==> src/rtl/quad_slot_mem_ctrl.sv <==
// Time-division SRAM controller: four clients share one single-port SRAM, each owning
// one phase of a free-running 2-bit slot counter. Discontinuities in the phase are flagged.
module quad_slot_mem_ctrl #(
  parameter int ADDR_W = 18,
  parameter int DATA_W = 16
) (
  input  logic                clk_100mhz,
  input  logic                reset,
  input  logic [1:0]          clk_100mhz_phase,
  input  logic [3:0]          req,
  input  logic [3:0]          we,
  input  logic [4*ADDR_W-1:0] addr,
  input  logic [4*DATA_W-1:0] wdata,
  output logic [4*DATA_W-1:0] rdata,
  output logic [3:0]          ack,
  output logic [ADDR_W-1:0]   mem_addr,
  output logic [DATA_W-1:0]   mem_wdata,
  output logic                mem_we_n,
  output logic                mem_oe_n,
  input  logic [DATA_W-1:0]   mem_rdata,
  output logic                phase_err
);

  logic [1:0]        prev_phase_r;
  logic              prev_valid_r;
  logic              phase_err_r;
  logic [ADDR_W-1:0] mem_addr_r;
  logic [DATA_W-1:0] mem_wdata_r;
  logic              mem_we_n_r;
  logic              mem_oe_n_r;
  logic              b_valid_r;
  logic [1:0]        b_owner_r;
  logic              b_read_r;
  logic [3:0]        ack_r;
  logic [DATA_W-1:0] rdata_r [4];

  logic              in_seq_s;
  logic              jump_s;
  logic              issue_s;
  logic              slot_req_s;
  logic              slot_we_s;
  logic [ADDR_W-1:0] slot_addr_s;
  logic [DATA_W-1:0] slot_wdata_s;

  // Select the request fields of the client that owns the sampled phase.
  always_comb begin
    slot_req_s   = 1'b0;
    slot_we_s    = 1'b0;
    slot_addr_s  = {ADDR_W{1'b0}};
    slot_wdata_s = {DATA_W{1'b0}};
    case (clk_100mhz_phase)
      2'd0: begin
        slot_req_s   = req[0];
        slot_we_s    = we[0];
        slot_addr_s  = addr[0*ADDR_W +: ADDR_W];
        slot_wdata_s = wdata[0*DATA_W +: DATA_W];
      end
      2'd1: begin
        slot_req_s   = req[1];
        slot_we_s    = we[1];
        slot_addr_s  = addr[1*ADDR_W +: ADDR_W];
        slot_wdata_s = wdata[1*DATA_W +: DATA_W];
      end
      2'd2: begin
        slot_req_s   = req[2];
        slot_we_s    = we[2];
        slot_addr_s  = addr[2*ADDR_W +: ADDR_W];
        slot_wdata_s = wdata[2*DATA_W +: DATA_W];
      end
      2'd3: begin
        slot_req_s   = req[3];
        slot_we_s    = we[3];
        slot_addr_s  = addr[3*ADDR_W +: ADDR_W];
        slot_wdata_s = wdata[3*DATA_W +: DATA_W];
      end
      default: begin
        slot_req_s   = 1'b0;
        slot_we_s    = 1'b0;
        slot_addr_s  = {ADDR_W{1'b0}};
        slot_wdata_s = {DATA_W{1'b0}};
      end
    endcase
  end

  // Phase continuity and issue guard; a broken sequence forces the slot idle.
  always_comb begin
    in_seq_s = (clk_100mhz_phase == (prev_phase_r + 2'd1));
    if (prev_valid_r && !in_seq_s) begin
      jump_s = 1'b1;
    end else begin
      jump_s = 1'b0;
    end
    if (!jump_s && slot_req_s) begin
      issue_s = 1'b1;
    end else begin
      issue_s = 1'b0;
    end
  end

  // Phase history and sticky discontinuity flag.
  always_ff @(posedge clk_100mhz or negedge reset) begin
    if (!reset) begin
      prev_phase_r <= 2'd0;
      prev_valid_r <= 1'b0;
      phase_err_r  <= 1'b0;
    end else begin
      prev_phase_r <= clk_100mhz_phase;
      prev_valid_r <= 1'b1;
      if (jump_s) begin
        phase_err_r <= 1'b1;
      end
    end
  end

  // Issue stage: drive the SRAM bus and record the owner in stage B.
  always_ff @(posedge clk_100mhz or negedge reset) begin
    if (!reset) begin
      mem_addr_r  <= {ADDR_W{1'b0}};
      mem_wdata_r <= {DATA_W{1'b0}};
      mem_we_n_r  <= 1'b1;
      mem_oe_n_r  <= 1'b1;
      b_valid_r   <= 1'b0;
      b_owner_r   <= 2'd0;
      b_read_r    <= 1'b0;
    end else if (issue_s) begin
      mem_addr_r <= slot_addr_s;
      b_valid_r  <= 1'b1;
      b_owner_r  <= clk_100mhz_phase;
      b_read_r   <= !slot_we_s;
      if (slot_we_s) begin
        mem_wdata_r <= slot_wdata_s;
        mem_we_n_r  <= 1'b0;
        mem_oe_n_r  <= 1'b1;
      end else begin
        mem_we_n_r <= 1'b1;
        mem_oe_n_r <= 1'b0;
      end
    end else begin
      mem_we_n_r <= 1'b1;
      mem_oe_n_r <= 1'b1;
      b_valid_r  <= 1'b0;
    end
  end

  // Completion stage: acknowledge the owner and capture read data at the end of the bus cycle.
  always_ff @(posedge clk_100mhz or negedge reset) begin
    if (!reset) begin
      ack_r <= 4'b0000;
      for (int i = 0; i < 4; i++) begin
        rdata_r[i] <= {DATA_W{1'b0}};
      end
    end else if (b_valid_r) begin
      ack_r <= 4'b0001 << b_owner_r;
      if (b_read_r) begin
        rdata_r[b_owner_r] <= mem_rdata;
      end
    end else begin
      ack_r <= 4'b0000;
    end
  end

  for (genvar g = 0; g < 4; g++) begin : g_rdata
    assign rdata[g*DATA_W +: DATA_W] = rdata_r[g];
  end

  assign ack       = ack_r;
  assign mem_addr  = mem_addr_r;
  assign mem_wdata = mem_wdata_r;
  assign mem_we_n  = mem_we_n_r;
  assign mem_oe_n  = mem_oe_n_r;
  assign phase_err = phase_err_r;

  quad_slot_mem_ctrl_chk u_chk (
    .clk      (clk_100mhz),
    .rst_n    (reset),
    .mem_we_n (mem_we_n_r),
    .mem_oe_n (mem_oe_n_r),
    .ack      (ack_r)
  );

endmodule

// Bus-protocol properties: the SRAM never sees both strobes at once, and at most one ack fires.
module quad_slot_mem_ctrl_chk (
  input logic       clk,
  input logic       rst_n,
  input logic       mem_we_n,
  input logic       mem_oe_n,
  input logic [3:0] ack
);

  a_strobe_excl: assert property (@(posedge clk) disable iff (!rst_n) !(!mem_we_n && !mem_oe_n));
  a_ack_onehot:  assert property (@(posedge clk) disable iff (!rst_n) $onehot0(ack));

endmodule
==> config.mk <==
export PLATFORM = sky130hd
export DESIGN_NAME = quad_slot_mem_ctrl
export DESIGN_NICKNAME = d
export VERILOG_FILES = /design/src/rtl/quad_slot_mem_ctrl.sv
export SDC_FILE = /design/constraint.sdc
export NUM_CORES = 1
export LEC_CHECK = 0
export BUFFER_PORTS_ARGS = -buffer_cell sky130_fd_sc_hd__buf_2
export CORE_UTILIZATION = 45
export DETAILED_ROUTE_END_ITERATION = 10
export PLACE_DENSITY = 0.86
export REMOVE_ABC_BUFFERS = 1
export SETUP_SLACK_MARGIN = 0.2
export SLEW_MARGIN = 25
export SYNTH_ARGS = -nofsm -noshare
export SYNTH_HDL_FRONTEND = slang
export SYNTH_SLANG_ARGS = --single-unit
==> constraint.sdc <==
create_clock -name clk_100mhz -period 1.9 [get_ports clk_100mhz]
set_clock_uncertainty 0.1 [all_clocks]
set_input_delay 0.19 -clock clk_100mhz [delete_from_list [all_inputs] [get_ports clk_100mhz]]
set_output_delay 0.19 -clock clk_100mhz [all_outputs]
set_load 0.005 [all_outputs]
### After elaboration in Yosys (flattened, before gate mapping)

Cells that the tools add are included.

| cells by class | value |
|---|---|
| add/subtract/negate cells | 1 |
| $mul | 0 |
| div/mod/pow operators | 0 |
| $lt $le $gt $ge | 2 |
| equal/unequal tests | 4 |
| shift operators | 1 |
| muxes and demuxes | 15 |
| bitwise gates (word level) | 1 |
| reductions and logical operators | 9 |

Operators by type and width:

| cell | count |
|---|---|
| case mux 18 bit (4 select lines) | 1 |
| bitwise mux 64 bit | 1 |
| case mux 16 bit (4 select lines) | 1 |
| demux 16 bit (select 2 bit) | 1 |
| 2-to-1 mux 16 bit | 1 |
| case mux 1 bit (4 select lines) | 2 |
| 2-to-1 mux 1 bit | 7 |
| equality test 2 bit (second input constant) | 2 |
| 2-to-1 mux 4 bit | 1 |
| AND reduction 2 bit | 2 |
| << shifter 1 x 2 -> 4 bit (first input constant) | 1 |
| >= comparator 3 bit (second input constant) | 1 |
| logical AND 1 bit | 3 |
| logical NOT 1 bit | 3 |
| < comparator 3 x 1 -> 1 bit (second input constant) | 1 |
| inverter 2 -> 3 bit | 1 |
| adder 2 x 1 -> 2 bit (second input constant) | 1 |
| equality test 2 x 1 -> 1 bit (second input constant) | 1 |
| equality test 2 bit | 1 |
| logical NOT 2 bit | 1 |

| word-level totals | value |
|---|---|
| flip-flop bits (word level) | 112 |
| latch bits | 0 |
| bits in writable memories | 0 |
| ROM bits | 0 |
| output and inout bits | 105 |
| logic and storage cells | 48 |
| memories kept | 0 |

### Logic depth before layout (Yosys ltp)

| depth | value |
|---|---|
| depth in word-level cells | 9 |
| depth in mapped cells | 6 |
| depth with buffers taken out | 4 |

### Worst setup path after synthesis

OpenSTA, ideal clock, no wires.

| path | value |
|---|---|
| path type | reg2reg |
| from | register b_owner_r[1] |
| to | register rdata_r, in the netlist rdata[10] |
| data arrival time | 1519 ps |
| slack | 157 ps |
| cell stages (with the launch flop) | 5 |
| path buffers | 2 |
| cells stage by stage | dfrtp_1 clkbuf_1 nor3_2 buf_2 mux2_2 |

| between the ends | value |
|---|---|
| longest elaborated chain between the ends | 6 |

Ends and longest elaborated chain:

| element | RTL line | source |
|---|---|---|
| start, declared | 32 | `logic [1:0] b_owner_r;` |
| start signal, assigned | 128 | `b_owner_r <= clk_100mhz_phase;` |
| inverter 2 -> 3 bit (implied by the code) * | 155 | `rdata_r[b_owner_r] <= mem_rdata;` |
| >= comparator 3 bit (implied by the code) / < comparator 3 x 1 -> 1 bit (equally long branches) | 155 |  |
| logical AND 1 bit (implied by the code) | 155 |  |
| 2-to-1 mux 16 bit (implied by the code) | 155 |  |
| demux 16 bit (select 2 bit) * | 155 |  |
| bitwise mux 64 bit * | 155 |  |
| end signal, assigned by index | 150 | `rdata_r[i] <= {DATA_W{1'b0}};` |
| end signal, assigned by index | 155 |  |
| end, declared | 35 | `logic [DATA_W-1:0] rdata_r [4];` |

Every way passes the cells marked *; elsewhere a longest branch is shown, timed or not.
A chain may end at the register's enable or synchronous reset.

### Worst setup path in the final report

| path | value |
|---|---|
| from | register prev_phase_r[1] |
| to | register mem_addr_r[0], in the netlist mem_addr[0] |

| between the ends | value |
|---|---|
| longest elaborated chain between the ends | 8 |

Ends and longest elaborated chain:

| element | RTL line | source |
|---|---|---|
| start, declared | 24 | `logic [1:0] prev_phase_r;` |
| start signal, assigned | 107 | `prev_phase_r <= clk_100mhz_phase;` |
| adder 2 x 1 -> 2 bit | 87 | `in_seq_s = (clk_100mhz_phase == (prev_phase_r + 2'd1));` |
| equality test 2 bit | 87 |  |
| logical NOT 1 bit | 88 | `if (prev_valid_r && !in_seq_s) begin` |
| logical AND 1 bit | 88 |  |
| 2-to-1 mux 1 bit | 88 |  |
| logical NOT 1 bit | 93 | `if (!jump_s && slot_req_s) begin` |
| logical AND 1 bit | 93 |  |
| 2-to-1 mux 1 bit | 93 |  |
| end signal, assigned | 118 | `mem_addr_r <= {ADDR_W{1'b0}};` |
| end signal, assigned | 126 | `mem_addr_r <= slot_addr_s;` |
| end, declared | 27 | `logic [ADDR_W-1:0] mem_addr_r;` |

No other way between the ends.

==> results.json <==
{
  "grt_overflow": 0,
  "synth_edf_count": 0,
  "ys_seq_area_share_pct": 54.5,
  "status": "finished clean",
  "pwr-share-comb_pct": 32.3,
  "rsz0062_at_grt": "true",
  "drtIter0Drc": 166,
  "cts.path.max_buffers": 2,
  "die_x_um": 109,
  "syn_avg_cell_area_um2": 17.8,
  "max_stage_delay_ns": 0.43,
  "p_int_mw": 6.05,
  "start_util_pct": 46.9,
  "min_delay_path_depth": 2,
  "synth-simple-area-share_pct": 2.43,
  "clkPwrFrac_pct": 22.4,
  "drt-total-wl_um": 13100,
  "path_max_fanout": 18,
  "post_drt_wl_per_cell_um": 18.2,
  "cpMaxStageDelayCell": "dfrtp_1",
  "row_count": 38,
  "nNetsFinal": 740,
  "place_area_mm2": 0.00678,
  "synth_top_area_share_pct": 53.5,
  "ys_warn_count": 0,
  "synth_cell_types": 28,
  "synth_largest_area_cell": "dfrtp_1",
  "finalPower_mw": 8.56,
  "power_frac_seq_pct": 45.3,
  "path_clk_slew_ns": 0.09,
  "worst_slack_ns": 0.122,
  "placed_cells": 700,
  "fillers": 769,
  "ys_ff_latch": 112,
  "hold_slack_ns": 0.0158,
  "r2r_cells": 5,
  "cpLargestDelayFamily": "multiplexers",
  "cts_tree": "built",
  "arrival_ns": 1.90,
  "core_area_mm2": 0.0110,
  "synth_top_flop_cell": "dfrtp_1",
  "synth_top_family_by_area": "multiplexers",
  "via_count": 3746,
  "syn_to_final_growth_pct": 39.2,
  "drv_slew": 0,
  "first_pass_iters": 4,
  "ant_nets": 0,
  "ios": 269,
  "synthArstFlopShare_pct": 100,
  "hold_viol": 0,
  "htree_levels": 3,
  "leakage_nw": 3.52,
  "hold_path_class": "in2reg",
  "post-route-min-period_ns": 1.78,
  "crit_type": "reg2reg",
  "cts.sinks": 112,
  "final_cells": 721,
  "crit_chain": "xnor2_4 > mux2i_2 > a21boi_4 > buf_12 > mux2_2",
  "drc": 0,
  "die_h_um": 109,
  "syn-cell-area_mm2": 0.00515,
  "finalSetupTns_ns": 0,
  "max-vdd-ir-drop_mv": 0.828,
  "switchingPower_mw": 2.52,
  "drive_gt1_share_pct": 77.8,
  "max_freq_ghz": 0.562,
  "root_buffer": "clkbuf_16",
  "yosysMostFrequentCell": "dfrtp_1",
  "synth_compound_area_share_pct": 0.511,
  "synth_common_cells": "dfrtp_1 (110), mux2_2 (75), mux4_2 (35)",
  "final_area_mm2": 0.00717,
  "critPathBufInv": 1,
  "final-setup-viol-count": 0,
  "cap_violations": 0,
  "synthMuxAreaShare_pct": 39.7,
  "globalplace.congestion": 0.910,
  "grt_start_max_net_pins": 47,
  "antennaDiodeCount": 0,
  "cp.required_ns": 2.03,
  "synth_fa_ha_area_share_pct": 0,
  "pre_cts_slack_ns": 0.0425,
  "grt_pass1_wl_um": 20400,
  "netSwitchingFraction_pct": 29.4,
  "grt_pass1_vias": 4052,
  "syn_inst": 289,
  "rrSetupSlack_ns": 0.12,
  "synth_area_leaders": "dfrtp_1 (53%), mux2_2 (16%), mux4_2 (15%)",
  "antenna_found_initial": 0,
  "post_synth_xor_area_fraction_pct": 0.535,
  "post-dp-hpwl_um": 10600,
  "die-area_mm2": 0.0119,
  "cts_made_buffers": 9,
  "io_buffer_count": 268,
  "power_density_mw_per_mm2": 1200,
  "min_period_over_period_pct": 93.6,
  "endpoint_kind": "register",
  "fin_util_pct": 65.2,
  "start_kind": "register",
  "vias_per_cell": 5.20,
  "insertion_delay_ns": 0.34,
  "grtUsageTotal_pct": 23.1,
  "worst-path-stages": 5
}
-- repair_timing --
| item | 4_1_cts | 5_1_grt |
|---|---|---|
| endpoints found under the hold margin | 31 | 0 |
| setup buffers | 3 | 1 |
| gates resized for setup | 2 | 5 |
| setup endpoints to repair | 24 | 35 |
| pin swaps | 0 | 1 |
| hold buffers | 1 | 0 |
-- worst register-to-register path: cells and delay by family (launching register included) --
family / cells / cell delay (ns)
mux: 2 / 0.54
flops: 1 / 0.43
compound gates: 1 / 0.22
buf+inv: 1 / 0.20
xor+xnor: 1 / 0.16
-- final timing paths --
path	to	start
setup / recovery	mem_addr[0]$_DFFE_PN0P_	prev_phase_r[1]$_DFF_PN0_
hold / removal	rdata[51]$_DFFE_PN0P_	mem_rdata[3]
setup reg to reg	mem_addr[0]$_DFFE_PN0P_	prev_phase_r[1]$_DFF_PN0_
hold reg to reg	phase_err$_DFFE_PN0P_	phase_err$_DFFE_PN0P_
max in group asynchronous	mem_we_n$_DFF_PN1_	reset
min in group asynchronous	rdata[17]$_DFFE_PN0P_	reset
-- power groups by stage --
stage	Sequential, mW	Combinational [mW]	Clock [mW]
5_1_grt	4.00	3.03	2.09
3_5_place_dp	3.92	2.78	0
4_1_cts	3.88	2.80	1.99
2_1_floorplan	3.92	1.19	0
3_3_place_gp	3.87	2.68	0
6_report	3.88	2.77	1.92
-- state kept, by name, summed over array words and instances (netlist names) --
name / cells
ack: 4
b_owner_r: 2
b_read_r: 1
b_valid_r: 1
mem_addr: 18
mem_oe_n: 1
mem_wdata: 16
mem_we_n: 1
phase_err: 1
prev_phase_r: 2
prev_valid_r: 1
rdata: 64
-- layout make-up --
cell class	count	area, um^2	share of cell area (%)
multi-input cells	159	2240	31.3
flip-flops and latches	112	2810	39.1
repair buffers	294	1620	22.6
well taps	140	175	2.44
clock buffers	9	225	3.14
clock inverters	7	93.8	1.31
-- logic make-up after synthesis --
kind of cell,count (synthesis)
mux,137
flops,112
buf+inv,18
simple gates,17
compound gates,3
xor+xnor,1
other cells,1
-- cell usage in the layout, fill, tap and decap left out, types with 2 or more instances in the layout --
master and count:
nand2_1 3, buf_12 5, mux2_4 25, mux2_2 75, clkbuf_16 9, nor2_1 2
clkinv_8 3, dfstp_2 2, mux4_2 35, dfrtp_1 110, buf_2 267, buf_6 5
buf_4 16
-- layer usage --
layer	track usage, %	up-vias	routed length (um)
li1	-	1674	-
met1	28.5	1850	5260
met2	39.3	193	6590
met3	5.50	29	930
met4	8.49	0	318
met5	0	-	0
Note: power is estimated with default switching activity, not from simulation.
